## src/rtl/inst_prefetch_buf_pkg.sv

```systemverilog
// Shared definitions for the instruction prefetch bridge: reset PC,
// default sequential step, fetch-cycle classification and counter sizing.
package inst_prefetch_buf_pkg;

    // Byte distance between consecutive instructions (openmips word fetch).
    localparam int ADDR_STEP_DEF = 4;

    // Program counter value the CPU fetches first after reset.
    localparam int RESET_PC = 0;

    // What the CPU fetch port is doing in the current cycle.
    typedef enum logic [1:0] {
        FK_IDLE     = 2'd0,  // ce_i low: nothing requested
        FK_HIT      = 2'd1,  // head of FIFO matches addr_i, deliver it
        FK_WAIT     = 2'd2,  // addr_i is expected but not yet buffered
        FK_REDIRECT = 2'd3   // addr_i is off the prefetched stream
    } fetch_kind_e;

    // Width of a counter that must hold values 0..depth inclusive.
    function automatic int cnt_width(input int depth);
        return $clog2(depth) + 1;
    endfunction

endpackage

```

## src/rtl/inst_fifo.sv

```systemverilog
// Small synchronous FIFO holding prefetched instructions. Pointers wrap
// naturally because DEPTH is a power of two; a separate count tells
// full from empty. Clear has priority over push and pop.
module inst_fifo
    import inst_prefetch_buf_pkg::*;
#(
    parameter  int DATA_W = 32,
    parameter  int DEPTH  = 4,
    localparam int CNT_W  = cnt_width(DEPTH)
) (
    input  logic              i_clk,
    input  logic              i_rst_n,
    input  logic              i_clear,
    input  logic              i_push,
    input  logic [DATA_W-1:0] i_data,
    input  logic              i_pop,
    output logic [DATA_W-1:0] o_head,
    output logic [CNT_W-1:0]  o_count
);

    localparam int PTR_W = $clog2(DEPTH);
    localparam logic [CNT_W-1:0] FULL = CNT_W'(DEPTH);

    logic [DATA_W-1:0] r_mem [DEPTH];
    logic [PTR_W-1:0]  r_rd_ptr;
    logic [PTR_W-1:0]  r_wr_ptr;
    logic [CNT_W-1:0]  r_count;
    logic              w_push;
    logic              w_pop;

    assign w_pop  = i_pop && !i_clear && (r_count != '0);
    assign w_push = i_push && !i_clear && ((r_count != FULL) || w_pop);

    assign o_head  = r_mem[r_rd_ptr];
    assign o_count = r_count;

    // Data storage; contents are only meaningful while counted, so no reset.
    always_ff @(posedge i_clk) begin
        if (w_push) begin
            r_mem[r_wr_ptr] <= i_data;
        end
    end

    // Read/write pointers and occupancy.
    always_ff @(posedge i_clk or negedge i_rst_n) begin
        if (!i_rst_n) begin
            r_rd_ptr <= '0;
            r_wr_ptr <= '0;
            r_count  <= '0;
        end else if (i_clear) begin
            r_rd_ptr <= '0;
            r_wr_ptr <= '0;
            r_count  <= '0;
        end else begin
            if (w_push) begin
                r_wr_ptr <= r_wr_ptr + PTR_W'(1);
            end
            if (w_pop) begin
                r_rd_ptr <= r_rd_ptr + PTR_W'(1);
            end
            r_count <= r_count + CNT_W'(w_push) - CNT_W'(w_pop);
        end
    end

endmodule

```

## src/rtl/inst_prefetch_buf.sv

```systemverilog
// Instruction-fetch bridge between the openmips fetch port and a pipelined
// instruction memory with in-order, variable latency. Sequential addresses
// are requested ahead of the CPU into a FIFO; a fetch off the predicted
// stream flushes the FIFO and discards responses already in flight.
// CPU-side outputs depend only on registered state plus ce_i/addr_i.
module inst_prefetch_buf
    import inst_prefetch_buf_pkg::*;
#(
    parameter int ADDR_W    = 32,
    parameter int DATA_W    = 32,
    parameter int DEPTH     = 4,
    parameter int ADDR_STEP = ADDR_STEP_DEF
) (
    input  logic              clk,
    input  logic              rst,
    input  logic              ce_i,
    input  logic [ADDR_W-1:0] addr_i,
    output logic [DATA_W-1:0] inst_o,
    output logic              stall_o,
    output logic              mem_req_o,
    output logic [ADDR_W-1:0] mem_addr_o,
    input  logic [DATA_W-1:0] mem_rdata_i,
    input  logic              mem_rvalid_i
);

    localparam int CNT_W = cnt_width(DEPTH);
    localparam int SUM_W = CNT_W + 1;
    localparam logic [ADDR_W-1:0] STEP     = ADDR_W'(ADDR_STEP);
    localparam logic [ADDR_W-1:0] PC_RESET = ADDR_W'(RESET_PC);
    localparam logic [SUM_W-1:0]  CREDITS  = SUM_W'(DEPTH);

    logic [ADDR_W-1:0] r_hd_addr;
    logic [ADDR_W-1:0] r_nf_addr;
    logic [CNT_W-1:0]  r_outstanding;
    logic [CNT_W-1:0]  r_drop;

    logic [CNT_W-1:0]  w_count;
    logic [DATA_W-1:0] w_head;
    logic [SUM_W-1:0]  w_occupied;
    fetch_kind_e       w_kind;
    logic              w_hit;
    logic              w_redirect;
    logic              w_issue;
    logic              w_rsp;
    logic              w_push;
    logic              w_discard;

    // Classify the CPU fetch against the head of the prefetched stream.
    always_comb begin
        w_kind = FK_IDLE;
        if (ce_i) begin
            if (addr_i != r_hd_addr) begin
                w_kind = FK_REDIRECT;
            end else if (w_count != '0) begin
                w_kind = FK_HIT;
            end else begin
                w_kind = FK_WAIT;
            end
        end
    end

    assign w_hit      = (w_kind == FK_HIT);
    assign w_redirect = (w_kind == FK_REDIRECT);

    // Buffered plus in-flight entries (stale ones included) bound new requests.
    assign w_occupied = {1'b0, w_count} + {1'b0, r_outstanding};
    assign w_issue    = (w_kind == FK_HIT || w_kind == FK_WAIT) && (w_occupied < CREDITS);

    // A response with nothing outstanding is a protocol error and is ignored.
    assign w_rsp     = mem_rvalid_i && (r_outstanding != '0);
    assign w_push    = w_rsp && !w_redirect && (r_drop == '0);
    assign w_discard = w_rsp && !w_redirect && (r_drop != '0);

    assign inst_o     = w_hit ? w_head : '0;
    assign stall_o    = ce_i && !w_hit;
    assign mem_req_o  = w_issue;
    assign mem_addr_o = r_nf_addr;

    inst_fifo #(
        .DATA_W (DATA_W),
        .DEPTH  (DEPTH)
    ) u_fifo (
        .i_clk   (clk),
        .i_rst_n (rst),
        .i_clear (w_redirect),
        .i_push  (w_push),
        .i_data  (mem_rdata_i),
        .i_pop   (w_hit),
        .o_head  (w_head),
        .o_count (w_count)
    );

    // Head address follows pops; a redirect restarts the stream at addr_i.
    always_ff @(posedge clk or negedge rst) begin
        if (!rst) begin
            r_hd_addr <= PC_RESET;
        end else if (w_redirect) begin
            r_hd_addr <= addr_i;
        end else if (w_hit) begin
            r_hd_addr <= r_hd_addr + STEP;
        end
    end

    // Next fetch address advances with every issued request.
    always_ff @(posedge clk or negedge rst) begin
        if (!rst) begin
            r_nf_addr <= PC_RESET;
        end else if (w_redirect) begin
            r_nf_addr <= addr_i;
        end else if (w_issue) begin
            r_nf_addr <= r_nf_addr + STEP;
        end
    end

    // Requests in flight: +1 per issue, -1 per accepted response.
    always_ff @(posedge clk or negedge rst) begin
        if (!rst) begin
            r_outstanding <= '0;
        end else begin
            r_outstanding <= r_outstanding + CNT_W'(w_issue) - CNT_W'(w_rsp);
        end
    end

    // Responses still owed for the abandoned stream; any arriving in the
    // redirect cycle itself is discarded there and not counted here.
    always_ff @(posedge clk or negedge rst) begin
        if (!rst) begin
            r_drop <= '0;
        end else if (w_redirect) begin
            r_drop <= r_outstanding - CNT_W'(w_rsp);
        end else if (w_discard) begin
            r_drop <= r_drop - CNT_W'(1);
        end
    end

endmodule

```

## config.mk

```make
export PLATFORM = sky130hd
export DESIGN_NAME = inst_prefetch_buf
export DESIGN_NICKNAME = d
export VERILOG_FILES = /design/src/rtl/inst_prefetch_buf_pkg.sv /design/src/rtl/inst_fifo.sv /design/src/rtl/inst_prefetch_buf.sv
export SDC_FILE = /design/constraint.sdc
export NUM_CORES = 1
export LEC_CHECK = 0
export BUFFER_PORTS_ARGS = -buffer_cell sky130_fd_sc_hd__buf_2
export CAP_MARGIN = 15
export CORE_MARGIN = 2
export CORE_UTILIZATION = 39
export DETAILED_ROUTE_END_ITERATION = 12
export MAX_ROUTING_LAYER = met4
export PLACE_DENSITY = 0.68
export SETUP_SLACK_MARGIN = 0.4
export SYNTH_ARGS = -nofsm -noshare
export SYNTH_HDL_FRONTEND = slang
export SYNTH_HIERARCHICAL = 1
export SYNTH_SLANG_ARGS = --single-unit
```

## constraint.sdc

```tcl
create_clock -name clk -period 5.1 [get_ports clk]
set_clock_uncertainty 0.1 [all_clocks]
set_input_delay 0.255 -clock clk [delete_from_list [all_inputs] [get_ports clk]]
set_output_delay 0.255 -clock clk [all_outputs]
set_load 0.005 [all_outputs]
```

======== After elaboration in Yosys (flattened, before gate mapping) ========
Memories as Yosys holds them, arrays and structs flattened.
Index checks and enable logic that the tools add are counted.
word-level totals
  memories kept ........................... 1
  bits in registers ....................... 77
  input bits .............................. 68
  memory bits (writable) .................. 128
  logic and storage cells ................. 65
  output and inout bits ................... 66
cells by class
  equal/unequal tests ..................... 5
  $add $sub $neg .......................... 11
  mux-type cells .......................... 17
  order comparisons ....................... 1
  reduce and logical (&&, ||, !) cells .... 23
memory list
  memory        depth  bits a word  read ports  clocked after memory_dff  write ports  RTL line         source
  u_fifo.r_mem  4      32           1           0                         1            inst_fifo.sv:24  logic [DATA_W-1:0] r_mem [DEPTH];
operators with widths
  cell                                                         number
  2-to-1 mux 32 bit                                            5
  adder 32 x 3 -> 32 bit (second input constant)               2
  != test 32 bit                                               1
  2-to-1 mux 2 bit                                             7
  logical AND 1 bit                                            10
  nonzero test 2 bit                                           5
  2-to-1 mux 3 bit                                             3
  nonzero test 3 bit                                           3
  subtractor 3 x 1 -> 3 bit                                    3
  adder 3 x 1 -> 3 bit                                         2
  adder 2 x 1 -> 2 bit (second input constant)                 2
  adder 3 x 3 -> 4 bit                                         1
  == test 2 bit (second input constant)                        2
  less-than comparator 4 x 3 -> 1 bit (second input constant)  1
  zero test 3 bit                                              1
  != test 3 bit (second input constant)                        1
  subtractor 3 x 1 -> 3 bit (second input constant)            1
  == test 2 x 1 -> 1 bit (second input constant)               1
  zero test 1 bit                                              2
  logical OR 1 bit                                             2
  2-to-1 mux 1 bit                                             2

======== Depth between registers and ports, before layout ========
Gate-level depths: netlist of run 1.
  depth in word-level cells ............... 13
  depth in mapped cells ................... 17
  depth with buffers taken out ............ 13

======== Hierarchy ========
Netlist of run 1, hierarchy kept.
modules (own cells, without submodules)
  module             area each (µm²)  sequential area each (µm²)  times used  cells an instance
  inst_fifo          5079.9           4018.9                      1           211
  inst_prefetch_buf  5009.8           1701.6                      1           591

======== Least setup slack after synthesis of run 1 ========
OpenSTA, ideal clock, no wires.
  path kind ............................... flip-flop to flip-flop
  from .................................... register r_hd_addr[11]
  to ...................................... register u_fifo.r_count[2] (netlist: u_fifo/o_count[2])
  setup time .............................. 0.135 ns
  cell stages (with the launch flop) ...... 17
  period minus slack after synthesis ...... 3.410 ns
  arrival ................................. 3.175 ns
  setup slack ............................. 1.690 ns
  buffers on the path ..................... 4
  required time ........................... 4.865 ns
  path through ............................ dfrtp_1 -> buf_2 -> xor2_1 -> nor4_2 -> nand4_2 -> o21ai_4 -> inv_2 -> buf_2 -> buf_6 -> clkbuf_1 -> nor3_1 -> nand2b_1 -> ha_1 -> inv_1 -> fa_1 -> xnor2_1 -> nor2_1
on the way
  word-level cells in the longest chain between the ends .. 12
  elaborated cells between the ends (all ways) .. 16
  those cells by class .................... add/sub: 2; eq/ne: 3; mux: 3; reduce/logical: 8
ends and longest elaborated chain
  element                                                       RTL line                                                   source
  from (decl)                                                   inst_prefetch_buf.sv:32                                    logic [ADDR_W-1:0] r_hd_addr;
  from (signal assigned)                                        inst_prefetch_buf.sv:98                                    r_hd_addr <= addr_i;
  from (signal assigned)                                        inst_prefetch_buf.sv:100                                   r_hd_addr <= r_hd_addr + STEP;
  != test 32 bit (*)                                            inst_prefetch_buf.sv:52                                    if (addr_i != r_hd_addr) begin
  2-to-1 mux 2 bit (*)                                          inst_prefetch_buf.sv:52
  2-to-1 mux 2 bit (*)                                          inst_prefetch_buf.sv:51                                    if (ce_i) begin
  == test 2 bit (*)                                             inst_prefetch_buf.sv:63                                    assign w_redirect = (w_kind == FK_REDIRECT);
  net w_redirect                                                inst_prefetch_buf.sv:42                                    logic w_redirect;
  zero test 1 bit                                               inst_fifo.sv:31, inst_fifo.sv:32, inst_prefetch_buf.sv:71
  logical AND 1 bit (on tied branches) (2 in series)            inst_prefetch_buf.sv:71, inst_fifo.sv:31
  logical AND 1 bit / logical OR 1 bit (equally long branches)  inst_fifo.sv:32                                            assign w_push = i_push && !i_clear && ((r_count != FULL) || w_pop);
  logical AND 1 bit                                             inst_fifo.sv:32
  adder 3 x 1 -> 3 bit                                          inst_fifo.sv:61                                            r_count <= r_count + CNT_W'(w_push) - CNT_W'(w_pop);
  subtractor 3 x 1 -> 3 bit                                     inst_fifo.sv:61
  2-to-1 mux 3 bit (*)                                          inst_fifo.sv:50                                            end else if (i_clear) begin
  to (signal assigned)                                          inst_fifo.sv:61
  to (decl)                                                     inst_fifo.sv:27                                            logic [CNT_W-1:0] r_count;
Mark *: on every way through the listed nets, which the timed path passes. The rest lies on a longest branch.
A chain may end at the register's enable or synchronous reset.

======== Final worst setup path of run 1 ========
  from .................................... register r_hd_addr[3]
  to ...................................... memory u_fifo.r_mem[0][31] (enable)
on the way
  word-level cells in the longest chain between the ends .. 11
  elaborated cells between the ends (all ways) .. 15
  those cells by class .................... eq/ne: 3; mux: 4; reduce/logical: 8
ends and longest elaborated chain
  element                                                       RTL line                                                   source
  != test 32 bit (*)                                            inst_prefetch_buf.sv:52
  2-to-1 mux 2 bit (*)                                          inst_prefetch_buf.sv:52
  2-to-1 mux 2 bit (*)                                          inst_prefetch_buf.sv:51
  == test 2 bit                                                 inst_prefetch_buf.sv:63
  zero test 1 bit                                               inst_fifo.sv:31, inst_fifo.sv:32, inst_prefetch_buf.sv:71
  logical AND 1 bit (on tied branches) (2 in series)            inst_prefetch_buf.sv:71, inst_fifo.sv:31
  logical AND 1 bit / logical OR 1 bit (equally long branches)  inst_fifo.sv:32
  logical AND 1 bit (*)                                         inst_fifo.sv:32
  2-to-1 mux 1 bit (*)                                          inst_fifo.sv:39                                            if (w_push) begin
  2-to-1 mux 1 bit (not written as such) (*)                    inst_fifo.sv:40                                            r_mem[r_wr_ptr] <= i_data;
  to (decl)                                                     inst_fifo.sv:24
Mark *: on every way between the ends. The rest lies on a longest branch, timed or not.

==> results of run 1 <==
==> area by class of cell <==
| type | count | area (sq um) | area share (%) |
|---|---|---|---|
| diodes | 1 | 2.50 | 0.0202 |
| clock buffers | 29 | 608 | 4.92 |
| clock inverters | 11 | 100 | 0.810 |
| inverters | 34 | 128 | 1.03 |
| multi-input cells | 515 | 3990 | 32.2 |
| flip-flops and latches | 203 | 5720 | 46.3 |
| well taps | 330 | 413 | 3.34 |
| repair buffers | 209 | 1400 | 11.3 |
==> placed cells by master (no fill, tap or decap), types with 5 or more instances in the layout <==
master,instances
xor2_1,35
nor3_1,19
nand2b_1,5
a211oi_1,9
mux2i_1,9
buf_4,16
mux4_2,32
nand2_1,53
o211ai_1,8
clkbuf_16,23
and2_1,6
or3_1,17
o21ai_0,21
dfrtp_1,74
a21oi_1,26
and3_1,45
nor4_1,5
edfxtp_1,128
clkinv_1,5
nand3_1,38
buf_2,132
dlygate4sd3_1,60
inv_1,32
o2bb2ai_1,6
xnor2_1,6
nor2_1,34
nand4_1,17
nor4_2,6
clkbuf_1,5
and4_1,16
ha_1,15
nand4_2,5
==> per-stage QoR <==
step	cells	hold WS (ps)	power [mW]
global placement	1231	370	2.39
CTS	1331	1.60	4.01
global route	1332	31.3	4.14
detailed placement	1231	375	2.40
floorplan	802	-141	2.22
finish	1332	26.6	3.97
==> state kept, by name, indices dropped and copies added (netlist names) <==
signal           count
u_fifo/r_mem       128
u_fifo/r_wr_ptr      2
u_fifo/r_rd_ptr      2
u_fifo/o_count       3
r_drop               3
r_hd_addr           31
r_outstanding        3
mem_addr_o          31
==> timing repair <==
item                      CTS  global route
resized for setup           0             0
buffers inserted            0             0
hold endpoints to repair  243             0
hold buffers               60             0
==> metal layers <==
layer	wire, microns	track usage (%)
met2	12400	32.2
met5	0	-
met1	11200	25.7
met4	850	5.93
met3	1980	4.29
==> power by group through the flow <==
stage          registers (mW)  clock network (mW)  logic (mW)
2_1_floorplan            1.94                   0       0.285
3_3_place_gp             1.96                   0       0.426
3_5_place_dp             1.96                   0       0.435
4_1_cts                  1.93                1.61       0.473
5_1_grt                  1.94                1.67       0.531
6_report                 1.93                1.57       0.470
==> kinds of logic after synthesis <==
kind of cell,count (synthesis),synth area share [%]
XOR/XNOR,41,3.56
adder cells (fa/ha/maj),17,2.26
AO/OA/AOI/OAI,129,9.23
AND/OR/NAND/NOR,286,16.2
flip-flops,203,56.7
buffers and inverters,84,3.91
multiplexers,42,8.18
==> worst paths after layout <==
check	from	endpoint	slack, ps	cells after the start
worst max-delay path	r_hd_addr[3]	u_fifo/r_mem[0][31]	1150	8
worst min-delay path	addr_i[26]	r_hd_addr[26]	30	3
worst max register to register	r_hd_addr[3]	u_fifo/r_mem[0][31]	1150	8
worst min register to register	mem_addr_o[0]	mem_addr_o[0]	420	2
max in group asynchronous	rst	u_fifo/r_rd_ptr[0]	3820	2
min in group asynchronous	rst	mem_addr_o[16]	330	2
==> tightest hold or removal path, cell delays in order <==
cell and delay (ps):
buf_2 140, a21oi_1 80, o2bb2ai_1 140
==> metrics.yaml, run 1 <==
grt_use_total_pct: 20.1
post-place-ws_ps: 1160
area_growth_pct: 22.5
fillers: 2227
die-area_sq_mm: 0.0272
cts_tree: "done"
hold_path.class: "in2reg"
slowest_stage: "and2_2"
synthCells: 802
synthFlopType: "edfxtp_1"
irDropWorstVdd_v: 0.000303
placement.io_buffers: 133
wirelength_microns: 26400
detail_route.wl_per_cell_microns: 19.8
rsz0062_at_grt: "false"
synth_area_sq_mm: 0.0101
min_period_ps: 3950
p_leak_nw: 4.87
clkPwrFrac_pct: 39.5
die_h_microns: 165
gp_congestion: 0.875
grt_pass1_wl_microns: 41500
crit_buf_inv: 2
p_sw_share_pct: 25.7
synthTopCellsByArea: "edfxtp_1 38%, dfrtp_1 19%, mux4_2 7.1%"
p_seq_share_pct: 48.6
yosysUniqueCellTypes: 74
setup_tns_ps: 0
setup_viol: 0
path_delay_family: "simple AND/OR/NAND/NOR gates"
first_pass_iters: 5
ant_nets: 0
avgSynthCellArea_sq_um: 12.6
synth.yosys.seq_area_share_pct: 56.7
start_kind: "flop"
core_area_sq_mm: 0.0253
start_util_pct: 39.8
cpPeakStageDelay_ps: 630
end_kind: "flop"
crit_required_ps: 5240
grt_start_max_net_pins: 76
placed_area_sq_mm: 0.0110
worstPathMaxFanout: 41
synth_common_cells: "128 x edfxtp_1, 75 x dfrtp_1, 53 x nand2_1, 45 x and3_1, 38 x nand3_1"
setup_ws_ps: 1150
ys_ff_latch: 203
drive_gt1_share_pct: 24.1
synthArstFlopShare_pct: 36.9
crit_chain: "xor2_1 -> nor4_1 -> nand4_2 -> o21ai_4 -> inv_2 -> a311oi_4 -> and2_2 -> buf_4"
yosysMostFrequentCell: "edfxtp_1"
critPathKind: "reg2reg"
viasPerCell: 5.60
clock_sinks: 203
finalHoldViolCount: 0
power_per_cell_area_mw_per_mm2: 321
drt_iter0_markers: 640
grt_pass1_vias: 7492
gr-total-overflow: 0
relSlewSlack_pct: 25.1
htreeDepth: 1
post-route-period-util_pct: 77.4
design_area_sq_mm: 0.0124
cts-buffers-inserted: 23
clock_latency_ps: 530
maxCapViolCount: 0
p_sw_mw: 1.02
dp_hpwl_microns: 16900
drc: 0
fp.dieW_microns: 165
clockBufferDepth: 3
post-route-util_pct: 48.8
timing.fmax_ghz: 0.253
synth_top_area_cell: "edfxtp_1"
clk_pin_slew_ps: 60
synth_edf_count: 128
status: "completed"
fin_nets: 1071
ios: 134
antenna_found_initial: 1
yosysWarnings: 6
cts-root-buf: "clkbuf_16"
synth_top_area_share_pct: 38.1
arrival_ps: 4080
p_int_mw: 2.95
rows: 58
syn-num-nets: 887
combPwrFrac_pct: 11.8
tightest_slew_ps: 1120
maxSlewViolCount: 0
vias: 7461
Power figures use the tool's default switching activity.
==> run 2: changes to the inputs <==
- PLACE_DENSITY: 0.68 -> 0.7
- clock period: 5.1 -> 3.16 ns (I/O delays scaled with it)
==> metrics.yaml, run 2 (same netlist as run 1, synthesis figures left out) <==
status: "completed"
r2r_start: "r_hd_addr[1]"
grt_use_met3_pct: 5.50  # +1.2 points
hold_path.class: "in2reg"
antenna_found_initial: 0  # -1
worstPathMaxFanout: 8  # -80%
post-route-util_pct: 53.6  # +4.8 points
cts-root-buf: "clkbuf_16"
vias: 8089  # +8.4%
placement.io_buffers: 133  # unchanged
total_power_mw: 6.56  # +65%
core_area_sq_mm: 0.0253  # unchanged
fin_nets: 1149  # +7.3%
clockBufferDepth: 3  # unchanged
grt_use_total_pct: 21.5  # +1.5 points
grt.busiest_layer: "met2"
min_period_ps: 2940  # -1010 ps
grt_pass1_vias: 7811  # +4.3%
setup_tns_ps: 0  # unchanged
grt_start_max_net_pins: 76  # unchanged
n_antenna_cell: 0  # -1
clock_sinks: 203  # unchanged
final_cell_mix: "128 x edfxtp_1, 127 x buf_2, 73 x dfrtp_1, 66 x dlygate4sd3_1, 57 x buf_4"
irDropWorstVdd_v: 0.000509  # +68%
end_kind: "flop"
relSlewSlack_pct: 30.5  # +5.3 points
grt_pass1_wl_microns: 43900  # +5.9%
post-place-ws_ps: 151  # -1010 ps
setup_viol: 0  # unchanged
largest_register_ff_count: 128  # unchanged
gr-total-overflow: 0  # unchanged
rows: 58  # unchanged
dp.cells: 1263  # +2.6%
setup_ws_ps: 223  # -930 ps
regMostFlops: "u_fifo/r_mem"
maxSlewViolCount: 0  # unchanged
cts-buffers-inserted: 23  # unchanged
tightest_slew_ps: 1040  # -79.7 ps
grt_util_met2_pct: 32.7  # +0.48 points
power_per_cell_area_mw_per_mm2: 484  # +51%
finalHoldViolCount: 0  # unchanged
arrival_ps: 3070  # -1010 ps
maxCapViolCount: 0  # unchanged
die_h_microns: 165  # unchanged
min_path_cells: 4  # +1
final_common_cell: "edfxtp_1"
post-route-period-util_pct: 93.0  # +16 points
drive_gt1_share_pct: 32.4  # +8.3 points
dp_hpwl_microns: 17200  # +1.6%
slowest_stage: "dfrtp_1"
wirelength_microns: 30000  # +14%
first_pass_iters: 5  # unchanged
ant_nets: 0  # unchanged
critPathKind: "reg2reg"
drc: 0  # unchanged
cpPeakStageDelay_ps: 410  # -220 ps
cts_tree: "done"
timing.fmax_ghz: 0.340  # +34%
htreeDepth: 1  # unchanged
clk_pin_slew_ps: 60  # about the same
rr_endpoint: "u_fifo/r_mem[2][23]"
detail_route.wl_per_cell_microns: 21.3  # +7.4%
fillers: 2074  # -6.9%
r2r_slack_ps: 220  # -930 ps
p_leak_nw: 5.38  # +10%
ios: 134  # unchanged
final_cells: 1410  # +5.9%
viasPerCell: 5.74  # +2.4%
area_growth_pct: 34.5
start_util_pct: 39.8  # unchanged
use_met1_pct: 28.3  # +2.6 points
start_kind: "flop"
gp_congestion: 0.879  # +0.45%
rr_worst_depth: 11  # +3
hp-start: "addr_i[11]"
min_to: "r_hd_addr[11]"
crit_chain: "xor2_1 -> nor4_2 -> buf_4 -> nand4_4 -> o21ai_4 -> and4_1 -> inv_2 -> a311oi_4 -> buf_6 -> and2_4 -> clkbuf_16"
crit_required_ps: 3290  # -1950 ps
fp.dieW_microns: 165  # unchanged
rsz0062_at_grt: "true"
drt_iter0_markers: 931  # +45%
die-area_sq_mm: 0.0272  # unchanged
clock_latency_ps: 520  # about the same
==> run 2: cell types whose count changed in the layout (fill, tap and decap cells not counted), sizes merged <==
cell / change
buf: +65
dlygate4sd3: +6
clkbuf: +4
inv: +2
bufbuf: +1
clkinv: +1
diode: -1
==> run 2: timing repair <==
item / in CTS / in global routing
buffers inserted: 23 / 7
hold endpoints to repair: 262 / 0
setup endpoints to repair: 164 / 178
pin swaps: 18 / 10
gates cloned: 3 / 7
gates resized for setup: 28 / 29
hold buffers: 66 / 0
==> run 2: per-stage QoR <==
stage	hold slack, ps	instance area (sq um)
floorplan	-238	10100
finish	39.7	13600
global placement	272	11400
global route	70.6	13600
detailed placement	281	11400
CTS	9.53	13200
==> run 2: per-layer routing <==
metal  wire (microns)  up-vias
met2            13700      477
li1                 -     3595
met4              949        0
met5                0        -
met3             3160       77
met1            12200     3940
==> run 2: how the worst max path moves through the flow <==
stage | start | endpoint | slack, ps | depth (start not counted)
6_report | r_hd_addr[1] | u_fifo/r_mem[2][23] | 220 | 11
3_3_place_gp | r_hd_addr[24] | u_fifo/o_count[1] | 220 | 12
4_1_cts | r_hd_addr[25] | u_fifo/o_count[1] | 270 | 11
5_1_grt | r_hd_addr[11] | u_fifo/o_count[1] | 80 | 12
2_1_floorplan | r_hd_addr[10] | u_fifo/o_count[1] | -190 | 14
3_5_place_dp | r_hd_addr[24] | u_fifo/o_count[1] | 150 | 12
==> run 2: power by group <==
group	total, mW	internal, mW	switching [mW]
Clock	2.55	1.43	1.12
Sequential	3.10	2.97	0.129
Combinational	0.915	0.424	0.490
==> run 2: critical path, delay by kind of cell, from the launching register on <==
kind	cells	cell delay [ps]
AND/OR/NAND/NOR	4	840
AO/OA/AOI/OAI	2	520
XOR/XNOR	1	170
flip-flops	1	410
buffers and inverters	4	590
==> run 2: layout make-up <==
type                            count  area (sq um)  share of cell area [%]
Tap cell                          330           413                    3.04
Timing Repair Buffer              287          2390                    17.7
Sequential cell                   203          5720                    42.2
Clock inverter                     14           114                   0.839
Clock buffer                       27           591                    4.35
Multi-Input combinational cell    515          4210                    31.0
Inverter                           34           128                   0.941
==> run 3: changes to the inputs <==
- CELL_PAD_IN_SITES_DETAIL_PLACEMENT: unset -> 1
- CELL_PAD_IN_SITES_GLOBAL_PLACEMENT: unset -> 1
- GPL_ROUTABILITY_DRIVEN: unset -> 0
- PLACE_DENSITY: 0.7 -> 0.81
==> metrics.yaml, run 3 (same netlist as run 1, synthesis figures left out) <==
status: "complete, but fails checks"
violations: "negative setup slack"
grt_start_max_net_pins: 76  # unchanged
largest_register_ff_count: 128  # unchanged
die-area_sq_mm: 0.0272  # unchanged
setup_ws_ps: -98.0  # -321 ps
ios: 134  # unchanged
htreeDepth: 1  # unchanged
worstPathMaxFanout: 4  # -4
regMostFlops: "u_fifo/r_mem"
ant_nets: 0  # unchanged
rsz0062_at_grt: "true"
crit_required_ps: 3480  # +190 ps
placement.io_buffers: 133  # unchanged
final_common_cell: "edfxtp_1"
wirelength_microns: 39900  # +33%
clk_pin_slew_ps: 60  # about the same
p_leak_nw: 5.38  # +0.13%
drc: 0  # unchanged
start_kind: "flop"
setup_viol: 71  # +71
detail_route.wl_per_cell_microns: 28.2  # +32%
fin_nets: 1152  # +0.26%
maxCapViolCount: 0  # unchanged
grt_pass1_vias: 8634  # +11%
vias: 8553  # +5.7%
clock_sinks: 203  # unchanged
post-place-ws_ps: -20.7  # -172 ps
min_period_ps: 3260  # +321 ps
finalHoldViolCount: 0  # unchanged
cts-buffers-inserted: 24  # +4.3%
drt_iter0_markers: 778  # -16%
clockBufferDepth: 3  # unchanged
grt_use_total_pct: 25.0  # +3.5 points
final_cells: 1412  # +0.14%
design_area_sq_mm: 0.0140  # +2.8%
final_cell_mix: "128 x edfxtp_1, 98 x buf_2, 74 x dfrtp_1, 65 x dlygate4sd3_1, 54 x buf_4"
critPathKind: "reg2reg"
start_util_pct: 39.8  # unchanged
first_pass_iters: 5  # unchanged
relSlewSlack_pct: 27.7  # -2.8 points
dp.cells: 1265  # +0.16%
timing.fmax_ghz: 0.307  # -9.8%
area_growth_pct: 38.3
die_h_microns: 165  # unchanged
total_power_mw: 6.84  # +4.1%
tightest_slew_ps: 1080  # +41.6 ps
clock_latency_ps: 540  # +20 ps
placed_area_sq_mm: 0.0114  # -0.31%
cts-root-buf: "clkbuf_16"
power_per_cell_area_mw_per_mm2: 490  # +1.3%
grt_pass1_wl_microns: 50300  # +15%
drive_gt1_share_pct: 35.0  # +2.6 points
core_area_sq_mm: 0.0253  # unchanged
end_kind: "flop"
dp_hpwl_microns: 20000  # +16%
arrival_ps: 3580  # +510 ps
irDropWorstVdd_v: 0.000450  # -12%
fp.dieW_microns: 165  # unchanged
cts_tree: "done"
rows: 58  # unchanged
post-route-period-util_pct: 103  # +10 points
gr-total-overflow: 0  # unchanged
fillers: 2523  # +22%
antenna_found_initial: 1  # +1
maxSlewViolCount: 0  # unchanged
hold_path.class: "in2reg"
viasPerCell: 6.06  # +5.6%
[run 3: worst paths after layout]
check / start / to / slack [ps] / depth (start not counted)
worst max-delay path: r_hd_addr[24] / u_fifo/o_count[2] / -100 / 14
worst min-delay path: addr_i[16] / r_hd_addr[16] / 30 / 4
worst min register to register: mem_addr_o[0] / mem_addr_o[0] / 430 / 2
min in group asynchronous: rst / mem_addr_o[17] / 250 / 2
max in group asynchronous: rst / u_fifo/r_rd_ptr[0] / 1930 / 2
worst max register to register: r_hd_addr[24] / u_fifo/o_count[2] / -100 / 14
[run 3: where the power goes]
group	internal, mW	switching, mW	total [mW]	leakage [nW]
clock	1.48	1.20	2.68	0.351
combinational	0.452	0.593	1.05	2.99
sequential	2.97	0.144	3.11	2.04
[run 3: metal layers]
| layer | GRT usage, % | wire, microns | up-vias |
|---|---|---|---|
| met5 | - | 0 | - |
| met4 | 8.58 | 1490 | 0 |
| met3 | 3.84 | 2510 | 112 |
| met2 | 41.9 | 20500 | 426 |
| met1 | 31.2 | 15400 | 4418 |
| li1 | - | - | 3597 |
[run 3: what timing repair did]
item / 4_1_cts / 5_1_grt
gates cloned: 1 / 14
pin swaps: 14 / 43
endpoints found under the setup margin: 173 / 185
buffers inserted: 8 / 18
hold buffers: 65 / 0
endpoints found under the hold margin: 261 / 0
resized for setup: 13 / 115
[run 3: worst max-delay path, cell delays in order, from the launching register on]
cell	delay [ps]
dfrtp_1	430
xor2_2	180
nor4_2	310
buf_4	190
and4_4	240
nand2_4	70
nor3_4	210
o31ai_4	130
nor3_2	280
nand2b_4	200
ha_4	150
inv_2	40
fa_2	350
xnor2_2	190
nor2_1	80
[run 3: layout make-up]
type | instances | area [sq um] | area share, %
clock buffers | 35 | 672 | 4.82
inverters | 34 | 130 | 0.933
well taps | 330 | 413 | 2.96
diodes | 1 | 2.50 | 0.0179
repair buffers | 289 | 2590 | 18.6
flip-flops and latches | 203 | 5720 | 41.0
multi-input cells | 515 | 4370 | 31.3
clock inverters | 5 | 56.3 | 0.404
[run 3: stage by stage]
stage	util [%]	hold slack, ps	setup TNS (ps)
global route	55.1	37.9	-13290
CTS	51.2	5.29	0
finish	55.1	29.6	-1430
floorplan	-	-238	-5190
global placement	45.0	271	0
detailed placement	45.0	274	-21.3
